[config.mk]
export PLATFORM = sky130hd
export DESIGN_NAME = mem_access_unit
export DESIGN_NICKNAME = d
export VERILOG_FILES = /design/src/rtl/mem_access_unit.sv
export SDC_FILE = /design/constraint.sdc
export NUM_CORES = 1
export LEC_CHECK = 0
export CORE_UTILIZATION = 25
export CTS_CLUSTER_DIAMETER = 120
export DETAILED_ROUTE_END_ITERATION = 12
export PLACE_DENSITY = 0.49
export RECOVER_POWER = 25
export SETUP_SLACK_MARGIN = 0.2
export SYNTH_ARGS = -nofsm -noshare
export SYNTH_HDL_FRONTEND = slang
export SYNTH_SLANG_ARGS = --single-unit
export TNS_END_PERCENT = 1
[constraint.sdc]
create_clock -name clk -period 3.2 [get_ports clk]
set_clock_uncertainty 0.15 [all_clocks]
set_input_delay 0.48 -clock clk [delete_from_list [all_inputs] [get_ports clk]]
set_output_delay 0.48 -clock clk [all_outputs]
set_load 0.02 [all_outputs]
[src/rtl/mem_access_unit.sv]
// Load/store front end for a single-port, one-cycle-latency word memory.
// Handles byte addressing, sub-word extraction and read-modify-write stores.
module mem_access_unit #(
  parameter int MEM_WORDS = 1024
) (
  input  logic        clk,
  input  logic        rst_n,
  input  logic        req_valid,
  output logic        req_ready,
  input  logic        req_write,
  input  logic [1:0]  req_size,
  input  logic        req_signed,
  input  logic [31:0] req_addr,
  input  logic [31:0] req_wdata,
  output logic        resp_valid,
  input  logic        resp_ready,
  output logic [31:0] resp_rdata,
  output logic        resp_fault,
  output logic [31:0] mem_address,
  output logic [31:0] mem_data_in,
  output logic        mem_we,
  input  logic [31:0] mem_data_out
);

  typedef enum logic [2:0] {
    S_IDLE,
    S_READ,
    S_CAPTURE,
    S_WRITE,
    S_RESP
  } state_t;

  localparam logic [32:0] ADDR_LIMIT =
    {1'b0, 32'(MEM_WORDS)} << 2;

  state_t      state_q, state_d;
  logic        write_q, write_d;
  logic [1:0]  size_q, size_d;
  logic        signed_q, signed_d;
  logic [1:0]  off_q, off_d;
  logic [15:0] wdata_q, wdata_d;
  logic [31:0] maddr_q, maddr_d;
  logic [31:0] mdin_q, mdin_d;
  logic        mwe_q, mwe_d;
  logic        rvalid_q, rvalid_d;
  logic [31:0] rdata_q, rdata_d;
  logic        rfault_q, rfault_d;

  logic        fault_c;
  logic [7:0]  lane_b;
  logic [15:0] lane_h;
  logic [31:0] load_c;
  logic [31:0] merge_c;

  assign req_ready   = (state_q == S_IDLE) & rst_n;
  assign resp_valid  = rvalid_q;
  assign resp_rdata  = rdata_q;
  assign resp_fault  = rfault_q;
  assign mem_address = maddr_q;
  assign mem_data_in = mdin_q;
  assign mem_we      = mwe_q;

  assign fault_c =
    (req_size == 2'b11) |
    ((req_size == 2'b01) & req_addr[0]) |
    ((req_size == 2'b10) & (|req_addr[1:0])) |
    ({1'b0, req_addr} >= ADDR_LIMIT);

  assign lane_b = 8'(mem_data_out >> {off_q, 3'b000});
  assign lane_h = off_q[1] ? mem_data_out[31:16]
                           : mem_data_out[15:0];

  always_comb begin
    load_c = mem_data_out;
    unique case (1'b1)
      size_q == 2'b00:
        load_c = {{24{signed_q & lane_b[7]}}, lane_b};
      size_q == 2'b01:
        load_c = {{16{signed_q & lane_h[15]}}, lane_h};
      default:
        load_c = mem_data_out;
    endcase
  end

  // Untouched lanes keep the value just read back.
  always_comb begin
    merge_c = mem_data_out;
    unique case (1'b1)
      size_q == 2'b00:
        merge_c[{off_q, 3'b000} +: 8] = wdata_q[7:0];
      size_q == 2'b01:
        merge_c[{off_q[1], 4'b0000} +: 16] = wdata_q;
      default:
        merge_c = mem_data_out;
    endcase
  end

  always_comb begin
    state_d  = state_q;
    write_d  = write_q;
    size_d   = size_q;
    signed_d = signed_q;
    off_d    = off_q;
    wdata_d  = wdata_q;
    maddr_d  = maddr_q;
    mdin_d   = mdin_q;
    mwe_d    = 1'b0;
    rvalid_d = rvalid_q;
    rdata_d  = rdata_q;
    rfault_d = rfault_q;
    unique case (state_q)
      S_IDLE: begin
        if (req_valid) begin
          write_d  = req_write;
          size_d   = req_size;
          signed_d = req_signed;
          off_d    = req_addr[1:0];
          wdata_d  = req_wdata[15:0];
          if (fault_c) begin
            rvalid_d = 1'b1;
            rfault_d = 1'b1;
            rdata_d  = '0;
            state_d  = S_RESP;
          end else begin
            maddr_d = {2'b00, req_addr[31:2]};
            if (req_write && req_size == 2'b10) begin
              mdin_d  = req_wdata;
              mwe_d   = 1'b1;
              state_d = S_WRITE;
            end else begin
              state_d = S_READ;
            end
          end
        end
      end
      S_READ: state_d = S_CAPTURE;
      S_CAPTURE: begin
        if (write_q) begin
          mdin_d  = merge_c;
          mwe_d   = 1'b1;
          state_d = S_WRITE;
        end else begin
          rdata_d  = load_c;
          rfault_d = 1'b0;
          rvalid_d = 1'b1;
          state_d  = S_RESP;
        end
      end
      S_WRITE: begin
        rdata_d  = '0;
        rfault_d = 1'b0;
        rvalid_d = 1'b1;
        state_d  = S_RESP;
      end
      S_RESP: begin
        if (resp_ready) begin
          rvalid_d = 1'b0;
          state_d  = S_IDLE;
        end
      end
      default: state_d = S_IDLE;
    endcase
  end

  always_ff @(posedge clk) begin
    if (!rst_n) begin
      state_q  <= S_IDLE;
      write_q  <= 1'b0;
      size_q   <= 2'b00;
      signed_q <= 1'b0;
      off_q    <= 2'b00;
      wdata_q  <= '0;
      maddr_q  <= '0;
      mdin_q   <= '0;
      mwe_q    <= 1'b0;
      rvalid_q <= 1'b0;
      rdata_q  <= '0;
      rfault_q <= 1'b0;
    end else begin
      state_q  <= state_d;
      write_q  <= write_d;
      size_q   <= size_d;
      signed_q <= signed_d;
      off_q    <= off_d;
      wdata_q  <= wdata_d;
      maddr_q  <= maddr_d;
      mdin_q   <= mdin_d;
      mwe_q    <= mwe_d;
      rvalid_q <= rvalid_d;
      rdata_q  <= rdata_d;
      rfault_q <= rfault_d;
    end
  end

endmodule

==> results.md, run 1 <==
* Status: complete, no violations
* Final setup vio count at 0
* Wirelength, routed at ~23000 um
* CTS tree: built
* Yosys cell types at 53
* Min cycle time layout at around 2.7 ns
* Yosys warning count at 0
* Maximum VDD drop at 0.0003317 V
* Placed insts at between 1000 and 1500
* Avg WL per Cell at ~19 um
* Overall Global Routing Usage at around a fifth
* Worst-margin pin slew at 1.145 ns
* Starting DRT DRC Count at between 300 and 400
* Initial DRT Pass Iterations at 5
* Most used DFF post-synth: dfxtp_1
* Finished Core Util at ~38%
* Layout cell share with drive strength beyond 1 at 7.648%
* Row Count at 56
* Max Cap Viol at 0
* Critical path class: register to register
* Antenna cells at 0
* FMAX at 375.4 MHz
* Remaining DRCs at 0
* Critical Path End Type: register
* Cells after Synth at 670
* Final Hold Fails at 0
* Number of vias per cell at just under 5
* Pwr per Cell Area at 439.2 nW/um2
* Final hold slack at 0.3085 ns
* CTS-repair resized insts at 0
* Largest net degree at the start of global routing at about 110
* Synthesized area at slightly above 6000 um2
* Clock sink count at between 100 and 150
* Clock transition at path regs at 0.05 ns
* Synth Register Bits at about 120
* Register area share after synthesis at 40.48%
* Initial antenna violation count at 0
* Width of the die at 157.4 um
* Count of non-filler cells in the finished layout at 1182
* HP Class: register to register
* Clk Latency, worst-skew pair at between 0.4 and 0.5 ns
* Slew headroom at a little under a quarter
* TritonCTS buffer count at 17
* Crit start category: register
* Max FO, Critical Path at 8
* Gr ovfl total at 0
* Nets at around 960
* FFs w/ async S/R, synth at 0%
* RSZ-0062 raised after global routing: false
* Data required time of the worst path at 3.39 ns
* Area growth syn-to-layout at 47.97%
* Setup_tns at 0 ns
* Die area at around 25000 um2
* Routed Antenna Nets at 0
* Die Y at around 160 um
* Pins Over Slew Limit at 0
* Max Root-Sink Buffers at 2
* Via count at around 5800
* Final GP Congestion at between 0.8 and 0.9
* Leakage power at 3.678 nW
* Hold-fix buffers, CTS at 0
* Initial core utilization at 25.63%
* CTS H-tree lvls at 4
* Postcts setup bufs at 0
* Core area at approximately 24000 um2
* Period utilization at between 80% and 90%
* CP Data Arrival Time at 2.86 ns
* I/O Pins at approximately 200
* EDFF count, synth at 0
* HPWL Detailed at approximately 17000 um
* Global-route wire length before repair at about 34000 um
* Avg Cell Area, Syn at ~9 um2
* Vias in the first global route at between 5000 and 6000
* Root Buffer: clkbuf_16
* IO Port Bufs at between 200 and 250
==> power breakdown <==
group / switching (mW) / internal, mW / total [mW]
clock network: 0.686 / 1.17 / 1.85
registers: 0.0402 / 1.54 / 1.58
logic: 0.252 / 0.236 / 0.488
==> area by class of cell <==
cell class	count	area [um2]
Fill cell	2428	14620
Clock inverter	9	100.1
Inverter	8	30.03
Multi-Input combinational cell	483	3318
Clock buffer	20	456.7
Timing Repair Buffer	221	2181
Sequential cell	122	2442
Tap cell	319	399.1
==> stage by stage <==
step / area, um2 / setup WS [ns] / total power [mW]
3_5_place_dp: 8374 / 0.4251 / 2.101
6_report: 8927 / 0.5362 / 3.921
3_3_place_gp: 8374 / 0.4596 / 2.104
4_1_cts: 8931 / 0.4800 / 3.970
5_1_grt: 8927 / 0.3929 / 4.075
2_1_floorplan: 6037 / 0.4647 / 1.842
==> final timing paths <==
| kind | to | startpoint | slack (ns) | depth (start not counted) |
|---|---|---|---|---|
| hold / removal | resp_rdata[4]$_SDFFE_PN0P_ | resp_rdata[4]$_SDFFE_PN0P_ | 0.31 | 2 |
| setup / recovery | mem_data_in[26]$_SDFFE_PN0P_ | off_q[1]$_SDFFE_PN0P_ | 0.54 | 7 |
| setup reg to reg | mem_data_in[26]$_SDFFE_PN0P_ | off_q[1]$_SDFFE_PN0P_ | 0.54 | 7 |
| hold reg to reg | resp_rdata[4]$_SDFFE_PN0P_ | resp_rdata[4]$_SDFFE_PN0P_ | 0.31 | 2 |
==> cell families after synthesis <==
kind of cell               Yosys count  synth area share [%]
other                                1               0.06216
muxes                               63                 11.61
buffers and inverters               66                 4.832
and+or+nand+nor                    218                 17.42
AOI/OAI and AO/OA                  195                 24.55
adders and majority gates            5                 1.037
DFF                                122                 40.48
==> critical path, cell delays in order (launching register included) <==
cell	delay [ns]
dfxtp_1	0.35
inv_1	0.13
ha_1	0.35
nand2b_1	0.16
nor4_1	0.87
a221oi_1	0.25
a21o_1	0.23
mux2i_1	0.11
==> layer usage <==
layer	vias to the layer above	wire length (um)	GRT usage (%)	share of wire, %
met1	2732	10250	24.03	45
li1	2837	-	-	-
met4	0	520	6.704	2.3
met5	-	0	0	0
met3	25	2070	6.250	9.1
met2	233	9856	28.66	43
==> synthesized netlist by cell type, types with 8 or more instances <==
master / number / area (um2)
dfxtp_1: 122 / 2442
nand2_1: 116 / 435.4
mux2i_1: 52 / 520.5
clkbuf_1: 44 / 165.2
a22o_1: 24 / 210.2
nand2b_1: 24 / 150.1
o211ai_1: 24 / 180.2
a21boi_0: 22 / 165.2
and3_1: 20 / 125.1
o21ai_0: 20 / 100.1
a21o_1: 18 / 135.1
a21oi_1: 18 / 90.09
a221o_1: 18 / 180.2
a221oi_1: 16 / 140.1
nor2_1: 15 / 56.30
nor2b_1: 13 / 81.33
inv_1: 8 / 30.03
nor4_1: 8 / 50.05
o22ai_1: 8 / 50.05
==> cell usage in the layout, fill, tap and decap left out, types with 3 or more instances in the layout <==
cell type / n
clkdlybuf4s50_1: 170
dfxtp_1: 122
nand2_1: 116
mux2i_1: 52
dlygate4sd3_1: 30
nand2b_1: 24
o211ai_1: 24
a22o_1: 24
a21boi_0: 22
o21ai_0: 20
and3_1: 20
a21o_1: 18
a221o_1: 18
buf_4: 18
a21oi_1: 17
clkbuf_16: 17
a221oi_1: 16
nor2_1: 15
nor2b_1: 13
inv_1: 8
nor4_1: 8
o22ai_1: 8
or3_1: 6
mux2_2: 6
mux4_2: 5
ha_1: 5
clkinv_2: 5
a2bb2oi_1: 4
nand3_1: 3
and2_1: 3
o221ai_1: 3
==> flip-flops by register name, indices dropped and copies added (netlist names) <==
register,flops
resp_fault,1
state_q,3
write_q,1
signed_q,1
mem_address,30
mem_data_in,32
wdata_q,16
size_q,2
off_q,2
resp_rdata,32
mem_we,1
resp_valid,1
Note: power is estimated with default switching activity, not from simulation.
==> inputs of run 2 (changes only) <==
PLACE_DENSITY = 0.51   (was 0.49)
clock period = 2.35 ns   (was 3.2 ns; I/O delays follow)
==> results.md, run 2 (synthesis results as in run 1) <==
* Pins Over Slew Limit at 0 (unchanged)
* Met3 wire length at 1836 um (-11%)
* Routed Antenna Nets at 0 (unchanged)
* Vias in the first global route at 5911 (+1.7%)
* Most frequent cells in the layout: 168 x clkdlybuf4s50_1, 121 x dfxtp_1, 116 x nand2_1, 52 x mux2i_1, 52 x buf_4
* Crit path launch: req_valid
* Area occupied by multi-input gates at 3336 um2 (+0.53%)
* Worst-margin pin slew at 0.5185 ns (-0.6264 ns)
* Critical path class: input port to register
* R2R cell count at 6 (-1)
* I/O Pins at 204 (unchanged)
* Row Count at 56 (unchanged)
* Max Root-Sink Buffers at 2 (unchanged)
* Wirelength, routed at 22460 um (-1.0%)
* Global-route wire length before repair at 33980 um (-1.4%)
* Number of vias per cell at 4.855 (-1.5%)
* Min cycle time layout at roughly 2.2 ns
* Root Buffer: clkbuf_16
* Pwr per Cell Area at 583.4 nW/um2 (+33%)
* Max Cap Viol at 0 (unchanged)
* Critical Path End Type: register
* Antenna cells at 0 (unchanged)
* TritonCTS buffer count at 17 (unchanged)
* Largest net degree at the start of global routing at 46 (-57%)
* Final GP Congestion at 0.8518 (+0.20%)
* Core area at 23540 um2 (unchanged)
* Total power at 5.414 mW (+38%)
* Met2 WL post-DR at 10270 um (+4.2%)
* Starting DRT DRC Count at 338 (+1.8%)
* Layout cell share with drive strength beyond 1 at 12.15% (+4.5 points)
* Top routing layer in use: met4
* Die Y at 157.4 um (unchanged)
* Initial core utilization at 25.63% (unchanged)
* Final hold slack at 0.1061 ns (-0.2024 ns)
* IO Port Bufs at 201 (unchanged)
* Slowest stage delay, CP at 0.50 ns (-0.37 ns)
* Avg WL per Cell at 18.35 um (-4.4%)
* RSZ-0062 raised after global routing: true
* Met1 wire length at 10040 um (-2.0%)
* CP Cell Sequence: clkdlybuf4s50_1 -> nand2b_2 -> or3_1 -> or3_1 -> o31a_2 -> buf_12 -> mux2i_1
* Period utilization at between 90% and 100%
* Remaining DRCs at 0 (unchanged)
* Final Hold Fails at 0 (unchanged)
* Final setup vio count at 0 (unchanged)
* Hold_sp: rst_n
* FMAX at approximately 460 MHz
* Via count at 5942 (+2.0%)
* Width of the die at 157.4 um (unchanged)
* Gr ovfl total at 0 (unchanged)
* Area growth syn-to-layout at 53.84%
* Reg2reg setup slack at 0.20 ns (-0.34 ns)
* Initial DRT Pass Iterations at 5 (unchanged)
* Initial antenna violation count at 2 (+2)
* Most common cell after layout, fill and taps aside: clkdlybuf4s50_1
* # fillers at 2418 (-0.41%)
* Leakage power at 3.876 nW (+5.4%)
* Crit start category: input port
* Register area at 2444 um2 (about the same)
* Hold endpoint: resp_valid$_SDFFE_PN0P_
* HP Class: input port to register
* Maximum VDD drop at 0.0004525 V (+36%)
* Setup_tns at 0 ns (unchanged)
* R2r startpoint: state_q[1]$_SDFFE_PN0P_
* Slew headroom at 65.44% (+42 points)
* Cell family with most CP delay: simple AND/OR/NAND/NOR gates
* Max FO, Critical Path at 22 (+14)
* RR Endpoint: mem_data_in[26]$_SDFFE_PN0P_
* Clock transition at path regs at 0.06 ns (about the same)
* HPWL Detailed at 16900 um (+2.2%)
* Hold-fix buffers, CTS at 0 (unchanged)
* Worst path most repeated cell: or3_1
* Slowest cell on crit path: clkdlybuf4s50_1
* Overall Global Routing Usage at 18.46% (-0.16 points)
* Status: complete, no violations
* Clock sink count at 122 (unchanged)
* Data required time of the worst path at 2.50 ns (-0.89 ns)
* Nets at 1002 (+4.2%)
* Die area at 24760 um2 (unchanged)
* CTS tree: built
* CP bufs+invs at 2 (+1)
* CP Data Arrival Time at 2.32 ns (-0.54 ns)
* Hold depth at 3 (+1)
* CTS H-tree lvls at 4 (unchanged)
* Clk Latency, worst-skew pair at 0.43 ns (about the same)
-- run 2: changes by cell type in the layout (fill, tap and decap cells not counted), moves of 2 or more --
cell / before / now
buf_6: 0 / 2
clkinv_2: 5 / 3
clkbuf_2: 0 / 2
buf_12: 2 / 4
clkbuf_1: 2 / 4
clkinv_4: 0 / 3
nor4_1: 8 / 5
buf_4: 18 / 52
nor4_2: 0 / 2
clkdlybuf4s50_1: 170 / 168
-- run 2: layout make-up --
type / instances / area share (%)
multi-input combinational: 483 / 35.94
timing repair buffer: 261 / 26.96
sequential: 122 / 26.33
clock buffer: 20 / 4.813
tap: 319 / 4.300
clock inverter: 11 / 1.335
inverter: 8 / 0.3235
-- run 2: worst max-delay path by stage --
stage | to | slack, ns | cells past startpoint
6_report | mem_data_in[26]$_SDFFE_PN0P_ | 0.18 | 7
5_1_grt | mem_data_in[30]$_SDFFE_PN0P_ | 0.11 | 7
4_1_cts | mem_data_in[1]$_SDFFE_PN0P_ | 0.17 | 7
3_5_place_dp | mem_data_in[21]$_SDFFE_PN0P_ | -0.28 | 7
3_3_place_gp | mem_data_in[19]$_SDFFE_PN0P_ | -0.26 | 7
2_1_floorplan | mem_data_in[31]$_SDFFE_PN0P_ | 0.10 | 9
-- run 2: worst reg2reg max path, stage by stage (launching register included) --
cell      delay, ns
dfxtp_1        0.31
nand2b_2       0.17
or3_1          0.32
or3_1          0.39
o31a_2         0.35
buf_12         0.18
mux2i_1        0.15
-- run 2: repair_timing --
item	in CTS	in global routing
gates resized for setup	3	4
endpoints found under the hold margin	0	0
setup endpoints to repair	29	77
pin swaps	0	1
buffers inserted	0	1
-- run 2: per-stage QoR --
| stage | std cells | cell area [um2] | setup WS [ns] | util [%] |
|---|---|---|---|---|
| global placement | 1192 | 8726 | -0.2632 | 37.06 |
| CTS | 1223 | 9303 | 0.1740 | 39.51 |
| finish | 1224 | 9281 | 0.1819 | 39.42 |
| global route | 1224 | 9281 | 0.1131 | 39.42 |
| detailed placement | 1192 | 8726 | -0.2819 | 37.06 |
| floorplan | 671 | 6083 | 0.1020 | - |
-- run 2: report_power, final --
group / total (mW) / leakage [nW] / internal (mW) / switching, mW
sequential: 2.15 / 0.987 / 2.10 / 0.0485
clock: 2.55 / 0.272 / 1.58 / 0.973
combinational: 0.715 / 2.62 / 0.359 / 0.356
-- run 2: routing by layer --
layer / vias up / GRT usage (%)
met5: - / 0
met4: 0 / 5.317
met3: 19 / 6.002
met2: 221 / 29.25
met1: 2792 / 23.76
li1: 2910 / -
